<file path="src/rtl/pc_fetch_unit.sv">
// pc_fetch_unit
//   Instruction-fetch stage of the 16-bit CPU. It owns the program counter and
//   requests instruction words from memory over a req/ack handshake. Each
//   fetched word is passed to decode, together with its PC, through a
//   valid/ready instruction register (IR). A one-entry hold buffer catches a
//   word that returns while decode is stalled. A branch redirect reloads the PC
//   and flushes everything that is in flight.
//
// Ports
//   clk         rising-edge clock
//   rst_n       synchronous, active-low reset
//   en          fetch enable
//   imem_req    fetch request to instruction memory (high in REQ)
//   imem_addr   fetch address, always equal to the PC
//   imem_ack    memory returns imem_rdata this cycle
//   imem_rdata  fetched instruction word
//   br_valid    branch redirect strobe
//   br_target   branch target address
//   ir_valid    IR holds a valid instruction for decode
//   ir_data     instruction word presented to decode
//   ir_pc       address of ir_data
//   ir_ready    decode accepts the IR this cycle
module pc_fetch_unit #(
    parameter int              DATA_W   = 16,
    parameter int              ADDR_W   = 16,
    parameter logic [ADDR_W-1:0] RESET_PC = '0
) (
    input  logic              clk,
    input  logic              rst_n,
    input  logic              en,
    output logic              imem_req,
    output logic [ADDR_W-1:0] imem_addr,
    input  logic              imem_ack,
    input  logic [DATA_W-1:0] imem_rdata,
    input  logic              br_valid,
    input  logic [ADDR_W-1:0] br_target,
    output logic              ir_valid,
    output logic [DATA_W-1:0] ir_data,
    output logic [ADDR_W-1:0] ir_pc,
    input  logic              ir_ready
);

    typedef enum logic [1:0] {
        IDLE = 2'd0,
        REQ  = 2'd1,
        HOLD = 2'd2
    } state_t;

    state_t              state, state_nxt;
    logic [ADDR_W-1:0]   pc, pc_nxt;
    logic                ir_valid_nxt;
    logic [DATA_W-1:0]   ir_data_nxt;
    logic [ADDR_W-1:0]   ir_pc_nxt;
    logic [DATA_W-1:0]   hold_data, hold_data_nxt;
    logic [ADDR_W-1:0]   hold_pc, hold_pc_nxt;

    // Program counter increment; wraps modulo 2^ADDR_W with no flag.
    function automatic logic [ADDR_W-1:0] pc_inc(input logic [ADDR_W-1:0] p);
        return p + ADDR_W'(1);
    endfunction

    logic ir_xfer;
    logic ir_free;
    assign ir_xfer = ir_valid & ir_ready;
    assign ir_free = ~ir_valid | ir_ready;

    always_comb begin
        state_nxt     = state;
        pc_nxt        = pc;
        ir_valid_nxt  = ir_valid;
        ir_data_nxt   = ir_data;
        ir_pc_nxt     = ir_pc;
        hold_data_nxt = hold_data;
        hold_pc_nxt   = hold_pc;

        if (br_valid) begin
            // Redirect: flush the IR, drop the hold buffer (by leaving HOLD)
            // and ignore any word arriving this cycle.
            pc_nxt       = br_target;
            ir_valid_nxt = 1'b0;
            state_nxt    = en ? REQ : IDLE;
        end else begin
            case (state)
                IDLE: begin
                    if (ir_xfer) ir_valid_nxt = 1'b0;
                    if (en) state_nxt = REQ;
                end
                REQ: begin
                    if (imem_ack) begin
                        pc_nxt = pc_inc(pc);
                        if (ir_free) begin
                            ir_data_nxt  = imem_rdata;
                            ir_pc_nxt    = pc;
                            ir_valid_nxt = 1'b1;
                            state_nxt    = en ? REQ : IDLE;
                        end else begin
                            // Decode is stalled: park the word until the IR drains.
                            hold_data_nxt = imem_rdata;
                            hold_pc_nxt   = pc;
                            state_nxt     = HOLD;
                        end
                    end else if (ir_xfer) begin
                        ir_valid_nxt = 1'b0;
                    end
                end
                HOLD: begin
                    // IR is necessarily valid here; it is refilled from the
                    // hold buffer as soon as decode takes the current word.
                    if (ir_ready) begin
                        ir_data_nxt = hold_data;
                        ir_pc_nxt   = hold_pc;
                        state_nxt   = en ? REQ : IDLE;
                    end
                end
                default: begin
                    state_nxt = IDLE;
                end
            endcase
        end
    end

    always_ff @(posedge clk) begin
        if (!rst_n) begin
            state     <= IDLE;
            pc        <= RESET_PC;
            ir_valid  <= 1'b0;
            ir_data   <= '0;
            ir_pc     <= '0;
            hold_data <= '0;
            hold_pc   <= '0;
        end else begin
            state     <= state_nxt;
            pc        <= pc_nxt;
            ir_valid  <= ir_valid_nxt;
            ir_data   <= ir_data_nxt;
            ir_pc     <= ir_pc_nxt;
            hold_data <= hold_data_nxt;
            hold_pc   <= hold_pc_nxt;
        end
    end

    assign imem_req  = (state == REQ);
    assign imem_addr = pc;

endmodule

</file>
<file path="config.mk">
export PLATFORM = sky130hd
export DESIGN_NAME = pc_fetch_unit
export DESIGN_NICKNAME = d
export VERILOG_FILES = /design/src/rtl/pc_fetch_unit.sv
export SDC_FILE = /design/constraint.sdc
export NUM_CORES = 1
export LEC_CHECK = 0
export ABC_AREA = 1
export BUFFER_PORTS_ARGS = -buffer_cell sky130_fd_sc_hd__buf_2
export CAP_MARGIN = 5
export CORE_UTILIZATION = 54
export DETAILED_ROUTE_END_ITERATION = 8
export PLACE_DENSITY = 0.9
export RECOVER_POWER = 25
export SLEW_MARGIN = 30
export SYNTH_ARGS = -nofsm -noshare
export SYNTH_HDL_FRONTEND = slang
export SYNTH_SLANG_ARGS = --single-unit
</file>
<file path="constraint.sdc">
create_clock -name clk -period 2 [get_ports clk]
set_input_delay 0.4 -clock clk [delete_from_list [all_inputs] [get_ports clk]]
set_output_delay 0.4 -clock clk [all_outputs]
set_load 0.03 [all_outputs]
</file>
==> impl_metrics.py, run 1 <==
metrics = {
    "routing": {
        "route.vias.total": 3754,
        "drt.antenna.violating_nets": 0,
        "drcViolationCount": 0,
        "detailedRoute.firstPassIterationCount": 4,
        "detail_route.wirelength_um": 9270,
        "viasPerCell": 5.21,
        "initialDrtViolationCount": 231,
        "routedWlPerCell_um": 12.9,
    },
    "clock_tree": {
        "tritoncts_clock_tree": "built",
        "clk_pin_slew_worst_paths_ps": 80,
        "clk_root_buffer_cell": "sky130_fd_sc_hd__clkbuf_8",
        "clock_insertion_delay_worst_skew_ps": 350,
        "cts_inserted_buffers": 9,
        "ctsResizeCount": 0,
        "htreeDepth": 3,
        "clock-sinks": 83,
        "hold_buffers": 0,
        "post_cts.repair.setup_buffers": 0,
        "max-clock-path-buffers": 2,
    },
    "sta": {
        "setup_viol_count_final": 0,
        "finalClockSkew_ps": 8.44,
        "fin_crit_ps": 1840,
        "fin_crit_sh_pct": 92.2,
        "final_report_hold_violation_count": 0,
        "relSlewSlack_pct": 71.4,
        "setup_tns_ps": 0,
        "unrepaired_setup_endpoints_after_global_routing": "false",
        "setup_slack_ps": 155,
        "slew_viol_final": 0,
        "fmax_mhz": 542,
        "worst-slew-pin-transition_ps": 418,
    },
    "place": {
        "weighted_congestion_at_the_end_of_routability_driven_global_placement": 0.867,
        "numPortBuffers": 87,
        "post_dp_hpwl_um": 6510,
        "place_worst_setup_slack_ps": 173,
    },
    "yosys": {
        "synth_fp_nets": 583,
        "post_synthesis_cell_area_mm2": 0.00396,
        "synth-seq-cells": 83,
        "synth.lib_cells_used.distinct": 30,
        "ys_warn_count": 0,
        "synthCells": 540,
        "avgSynthCellArea_um2": 7.34,
        "synth-seq-area-share_pct": 41.9,
    },
    "finish": {
        "antenna_cells_inserted": 0,
        "nNetsFinal": 663,
        "layout-area-overhead-vs-synth_pct": 17.1,
        "nFillCells": 599,
        "layout-drive-gt1-share_pct": 18.9,
    },
    "power_and_ir_drop": {
        "power.density_cell_area_mw_per_mm2": 757,
        "peakVddDrop_v": 0.000347,
        "p_leak_nw": 1.90,
    },
    "floorplanning": {
        "die_area_mm2": 0.00768,
        "placementRows": 30,
        "die_w_um": 87.7,
        "dieHeight_um": 87.7,
        "placeableCoreArea_mm2": 0.00694,
        "initial_core_utilization_pct": 57.1,
        "io_pins": 88,
    },
    "flow_run": {
        "cap_violations": 0,
    },
    "grt": {
        "grt_max_degree": 65,
        "number_of_global_route_vias_before_repair": 3467,
        "global_route_wire_length_before_repair_um": 15100,
        "antenna_violations_before_repair": 0,
        "remaining_global_route_overflow": 0,
        "gr-usage-all-layers_pct": 25.0,
    },
    "critical_path": {
        "worst_setup_path_start_kind": "flop",
        "worst_setup_path_end_kind": "flop",
        "setup.worst_path.class": "flop to flop",
        "cp_data_arrival_time_ps": 2130,
        "worstPathMaxFanout": 31,
        "req_time_crit_path_ps": 2290,
    },
    "run_status": {
        "outcome": "finished, final reports clean",
    },
    "worst_hold_path": {
        "hold_class": "input port to flop",
    },
}
## metal layers
metal	GRT usage, %	part of all wire (%)
met1	32.5	45
met2	40.1	47
met3	6.50	6.8
met4	9.09	0.97
met5	0	0
## worst paths after layout
kind / to / slack (ps) / depth (start not counted) / start
worst max-delay path: hold_data[10] / 160 / 9 / state[1]
worst min-delay path: hold_data[1] / 300 / 3 / imem_rdata[1]
worst max register to register: hold_data[10] / 160 / 9 / state[1]
worst min register to register: ir_pc[10] / 440 / 2 / ir_pc[10]
## report_power, final
part	leakage, nW	switching, mW	internal (mW)	total (mW)
combinational	1.12	0.373	0.159	0.531
clock	0.0954	0.606	0.605	1.21
sequential	0.676	0.0515	1.72	1.77
## cell usage after synthesis, drive strengths merged
cell type / n / share of area [%]
o21ai: 108 / 14
nand2: 92 / 8.8
inv: 84 / 8.0
dfxtp: 83 / 42
a21oi: 72 / 12
nor2: 23 / 3.2
clkbuf: 17 / 1.7
nand3: 17 / 2.1
buf: 13 / 2.3
a31oi: 7 / 1.1
xor2: 7 / 1.5
ha: 5 / 1.6
nand4: 5 / 1.2
nor3: 3 / 0.38
a2111oi: 1 / 0.22
a211oi: 1 / 0.32
clkinv: 1 / 0.095
o221ai: 1 / 0.22
## placed cells by master, fill, tap and decap left out
master / n
sky130_fd_sc_hd__nor2_1: 20
sky130_fd_sc_hd__buf_4: 9
sky130_fd_sc_hd__a2111oi_0: 1
sky130_fd_sc_hd__a211oi_2: 1
sky130_fd_sc_hd__nor2_8: 2
sky130_fd_sc_hd__clkinv_1: 1
sky130_fd_sc_hd__nor2_4: 1
sky130_fd_sc_hd__a31oi_1: 7
sky130_fd_sc_hd__o21ai_0: 62
sky130_fd_sc_hd__buf_2: 54
sky130_fd_sc_hd__clkinv_4: 1
sky130_fd_sc_hd__ha_2: 1
sky130_fd_sc_hd__inv_2: 3
sky130_fd_sc_hd__nand4_1: 4
sky130_fd_sc_hd__ha_1: 4
sky130_fd_sc_hd__bufinv_16: 1
sky130_fd_sc_hd__nand4_4: 1
sky130_fd_sc_hd__clkinv_2: 1
sky130_fd_sc_hd__o221ai_1: 1
sky130_fd_sc_hd__buf_12: 3
sky130_fd_sc_hd__nand3_1: 17
sky130_fd_sc_hd__nor3_1: 3
sky130_fd_sc_hd__clkinvlp_4: 1
sky130_fd_sc_hd__clkbuf_8: 10
sky130_fd_sc_hd__nand2_1: 91
sky130_fd_sc_hd__inv_4: 1
sky130_fd_sc_hd__o21ai_1: 46
sky130_fd_sc_hd__dfxtp_1: 83
sky130_fd_sc_hd__xor2_1: 7
sky130_fd_sc_hd__a21oi_2: 27
sky130_fd_sc_hd__clkbuf_1: 34
sky130_fd_sc_hd__nand2_2: 1
sky130_fd_sc_hd__a21oi_1: 45
sky130_fd_sc_hd__inv_1: 80
## metrics by stage
step	util (%)	cell area, µm²	hold slack, ps	total power, mW	cells
after floorplan	-	3960	462	2.17	540
after global placement	64.6	4490	428	2.34	705
after detailed placement	64.6	4490	433	2.35	705
after CTS	67.4	4680	285	3.54	720
after global routing	66.8	4640	301	3.66	720
final	66.8	4640	299	3.52	720
## worst max-delay path, cell delays in order (launching register included)
cell and delay, ps:
sky130_fd_sc_hd__dfxtp_1 340, sky130_fd_sc_hd__inv_1 90, sky130_fd_sc_hd__ha_1 260, sky130_fd_sc_hd__nand2_2 160
sky130_fd_sc_hd__nor2_8 200, sky130_fd_sc_hd__inv_4 70, sky130_fd_sc_hd__nor2_8 190, sky130_fd_sc_hd__buf_12 240
sky130_fd_sc_hd__o21ai_1 110, sky130_fd_sc_hd__a21oi_2 110
## sequential cells by signal, indices dropped and copies added (netlist names)
signal and cells:
imem_addr 16, hold_data 16, ir_valid 1, ir_data 16, ir_pc 16, state 2, hold_pc 16
## cells by family (layout without fill, tap and decap cells)
| family | count (synthesis) | in the layout | synth area share [%] |
|---|---|---|---|
| compound gates | 190 | 190 | 27.2 |
| simple gates | 140 | 140 | 15.7 |
| buf+inv | 115 | 199 | 12.1 |
| flops | 83 | 83 | 41.9 |
| xor+xnor | 7 | 7 | 1.55 |
| fa+ha+maj | 5 | 5 | 1.58 |
## final cells by class
| class | instances | area [µm²] | share of cell area (%) |
|---|---|---|---|
| multi-input cells | 342 | 1820 | 39.3 |
| flip-flops and latches | 83 | 1660 | 35.8 |
| repair buffers | 99 | 522 | 11.2 |
| inverters | 85 | 322 | 6.93 |
| clock buffers | 11 | 141 | 3.05 |
| well taps | 96 | 120 | 2.59 |
| clock inverters | 4 | 51.3 | 1.11 |
(Power assumes the default switching activity.)
==> inputs of run 2 (changes only) <==
--- a/config.mk
+++ b/config.mk
@@ -10,7 +10,7 @@
 export CAP_MARGIN = 5
 export CORE_UTILIZATION = 54
 export DETAILED_ROUTE_END_ITERATION = 8
-export PLACE_DENSITY = 0.9
+export PLACE_DENSITY = 0.8
 export RECOVER_POWER = 25
 export SLEW_MARGIN = 30
 export SYNTH_ARGS = -nofsm -noshare
==> run 2 against run 1 <==
  * Final area rose by 0.16%
  * Sequential power about the same
  * Maximum frequency up 4.3%
  * Via count about the same
  * Combinational power is essentially flat
  * Global-route usage rose by 0.26 points
  * Clock skew up 2.2 ps
  * Power up 0.14%
  * Core utilization rose by 0.11 points
  * Critical endpoint is now imem_addr[2]
==> impl_metrics.py, run 2 (synthesis gave the netlist of run 1 again) <==
metrics = {
    "run_status": {
        "outcome": "finished, final reports clean",
    },
    "sta": {
        "fin_crit_ps": 1770,
        "worst_hold_slack_ps": 301,
        "setup_viol_count_final": 0,
        "relSlewSlack_pct": 72.0,
        "finalClockSkew_ps": 10.6,
        "setup_tns_ps": 0,
        "fmax_mhz": 565,
        "worst-slew-pin-transition_ps": 419,
        "fin_crit_sh_pct": 88.4,
        "unrepaired_setup_endpoints_after_global_routing": "false",
        "final_report_hold_violation_count": 0,
        "slew_viol_final": 0,
    },
    "finish": {
        "layout-drive-gt1-share_pct": 19.1,
        "layout.cells.most_common_list": "sky130_fd_sc_hd__nand2_1, sky130_fd_sc_hd__dfxtp_1, sky130_fd_sc_hd__inv_1",
        "nNetsFinal": 661,
        "layout-area-overhead-vs-synth_pct": 17.3,
        "layout_commonest_cell": "sky130_fd_sc_hd__nand2_1",
        "antenna_cells_inserted": 0,
    },
    "critical_path": {
        "setup.worst_path.class": "flop to flop",
        "most_frequent_cell_on_the_critical_path": "sky130_fd_sc_hd__nand2_1",
        "critPathTopFamily": "simple AND/OR/NAND/NOR gates",
        "cp_num_buf_inv": 2,
        "reg2regPathDepth": 7,
        "cp_cell_sequence": "inv_1 -> ha_2 -> nand2_2 -> nand2_1 -> clkinv_1 -> nand2_1 -> a31oi_1",
        "critical_path.max_stage_delay_ps": 350,
        "worstPathMaxFanout": 9,
        "timing.critical_path.depth": 7,
        "req_time_crit_path_ps": 2220,
        "cp_slowest_cell": "sky130_fd_sc_hd__dfxtp_1",
        "setup.worst_path.end": "imem_addr[2]",
        "worst_setup_path_end_kind": "flop",
        "reg2reg_setup_slack_ps": 230,
        "regToRegStartpoint": "state[1]",
        "reg2reg_to": "imem_addr[2]",
        "timing_startpoint_of_the_critical_path": "state[1]",
        "cp_data_arrival_time_ps": 1990,
        "worst_setup_path_start_kind": "flop",
    },
    "grt": {
        "remaining_global_route_overflow": 0,
        "grt_max_degree": 65,
        "gr-usage-all-layers_pct": 25.3,
        "number_of_global_route_vias_before_repair": 3403,
        "global_route_wire_length_before_repair_um": 15100,
        "antenna_violations_before_repair": 0,
    },
    "clock_tree": {
        "clk_pin_slew_worst_paths_ps": 90,
        "cts_inserted_buffers": 9,
        "post_cts.repair.setup_buffers": 0,
        "tritoncts_clock_tree": "built",
        "clock_insertion_delay_worst_skew_ps": 340,
        "clk_root_buffer_cell": "sky130_fd_sc_hd__clkbuf_8",
        "htreeDepth": 3,
        "clock-sinks": 83,
        "max-clock-path-buffers": 2,
    },
    "routing": {
        "viasPerCell": 5.22,
        "drt.antenna.violating_nets": 0,
        "detail_route.wirelength_um": 9300,
        "route.vias.total": 3756,
        "initialDrtViolationCount": 257,
        "detailedRoute.firstPassIterationCount": 4,
        "routedWlPerCell_um": 12.9,
        "drcViolationCount": 0,
    },
    "flow_run": {
        "cap_violations": 0,
    },
    "place": {
        "weighted_congestion_at_the_end_of_routability_driven_global_placement": 0.912,
        "post_dp_hpwl_um": 6360,
        "numPortBuffers": 87,
    },
    "floorplanning": {
        "placeableCoreArea_mm2": 0.00694,
        "placementRows": 30,
        "dieHeight_um": 87.7,
        "die_w_um": 87.7,
        "io_pins": 88,
        "initial_core_utilization_pct": 57.1,
        "die_area_mm2": 0.00768,
    },
    "worst_hold_path": {
        "hold_class": "input port to flop",
    },
    "power_and_ir_drop": {
        "power.density_cell_area_mw_per_mm2": 757,
        "peakVddDrop_v": 0.000366,
        "p_leak_nw": 1.90,
    },
}
-- run 2: layer usage --
| metal | vias up | GRT usage (%) | share of wire, % |
|---|---|---|---|
| li1 | 1919 | - | - |
| met1 | 1694 | 33.4 | 47 |
| met2 | 135 | 40.5 | 47 |
| met3 | 8 | 6.31 | 5.7 |
| met4 | 0 | 8.35 | 0.96 |
| met5 | - | 0 | 0 |
-- run 2: how the worst min path moves through the flow --
stage | start | to | slack, ps | cells after the start
2_1_floorplan | hold_data[15] | hold_data[15] | 460 | 2
3_3_place_gp | ir_data[12] | ir_data[12] | 430 | 2
3_5_place_dp | ir_data[12] | ir_data[12] | 430 | 2
4_1_cts | imem_rdata[12] | hold_data[12] | 290 | 3
5_1_grt | imem_rdata[1] | hold_data[1] | 280 | 3
6_report | imem_rdata[12] | hold_data[12] | 300 | 3
-- run 2: area by class of cell --
class,instances,area (µm²)
clock buffer,10,138
clock inverter,6,62.6
multi-input combinational,342,1830
sequential,83,1660
fill,620,2300
timing repair buffer,97,519
inverter,85,322
tap,96,120
-- run 2: per-stage QoR --
stage	setup WS (ps)	total power [mW]	utilization, %	area, µm²	std cells
2_1_floorplan	233	2.17	-	3960	540
3_3_place_gp	251	2.33	64.6	4490	703
3_5_place_dp	215	2.35	64.6	4490	703
4_1_cts	175	3.54	67.5	4690	719
5_1_grt	66.1	3.67	66.9	4650	719
6_report	232	3.52	66.9	4650	719
-- run 2: where the power goes --
group | total [mW] | switching [mW] | internal (mW)
clock | 1.22 | 0.603 | 0.612
sequential | 1.77 | 0.0518 | 1.72
combinational | 0.532 | 0.375 | 0.158
-- run 2: timing repair --
item	CTS	global route
hold buffers	0	0
resized for setup	0	1
endpoints found under the setup margin	0	1
endpoints found under the hold margin	0	0
-- run 2: worst reg2reg max path, stage by stage (launching register included) --
cell                       delay [ps]
sky130_fd_sc_hd__dfxtp_1          350
sky130_fd_sc_hd__inv_1             90
sky130_fd_sc_hd__ha_2             230
sky130_fd_sc_hd__nand2_2          140
sky130_fd_sc_hd__nand2_1          270
sky130_fd_sc_hd__clkinv_1         330
sky130_fd_sc_hd__nand2_1          150
sky130_fd_sc_hd__a31oi_1          100
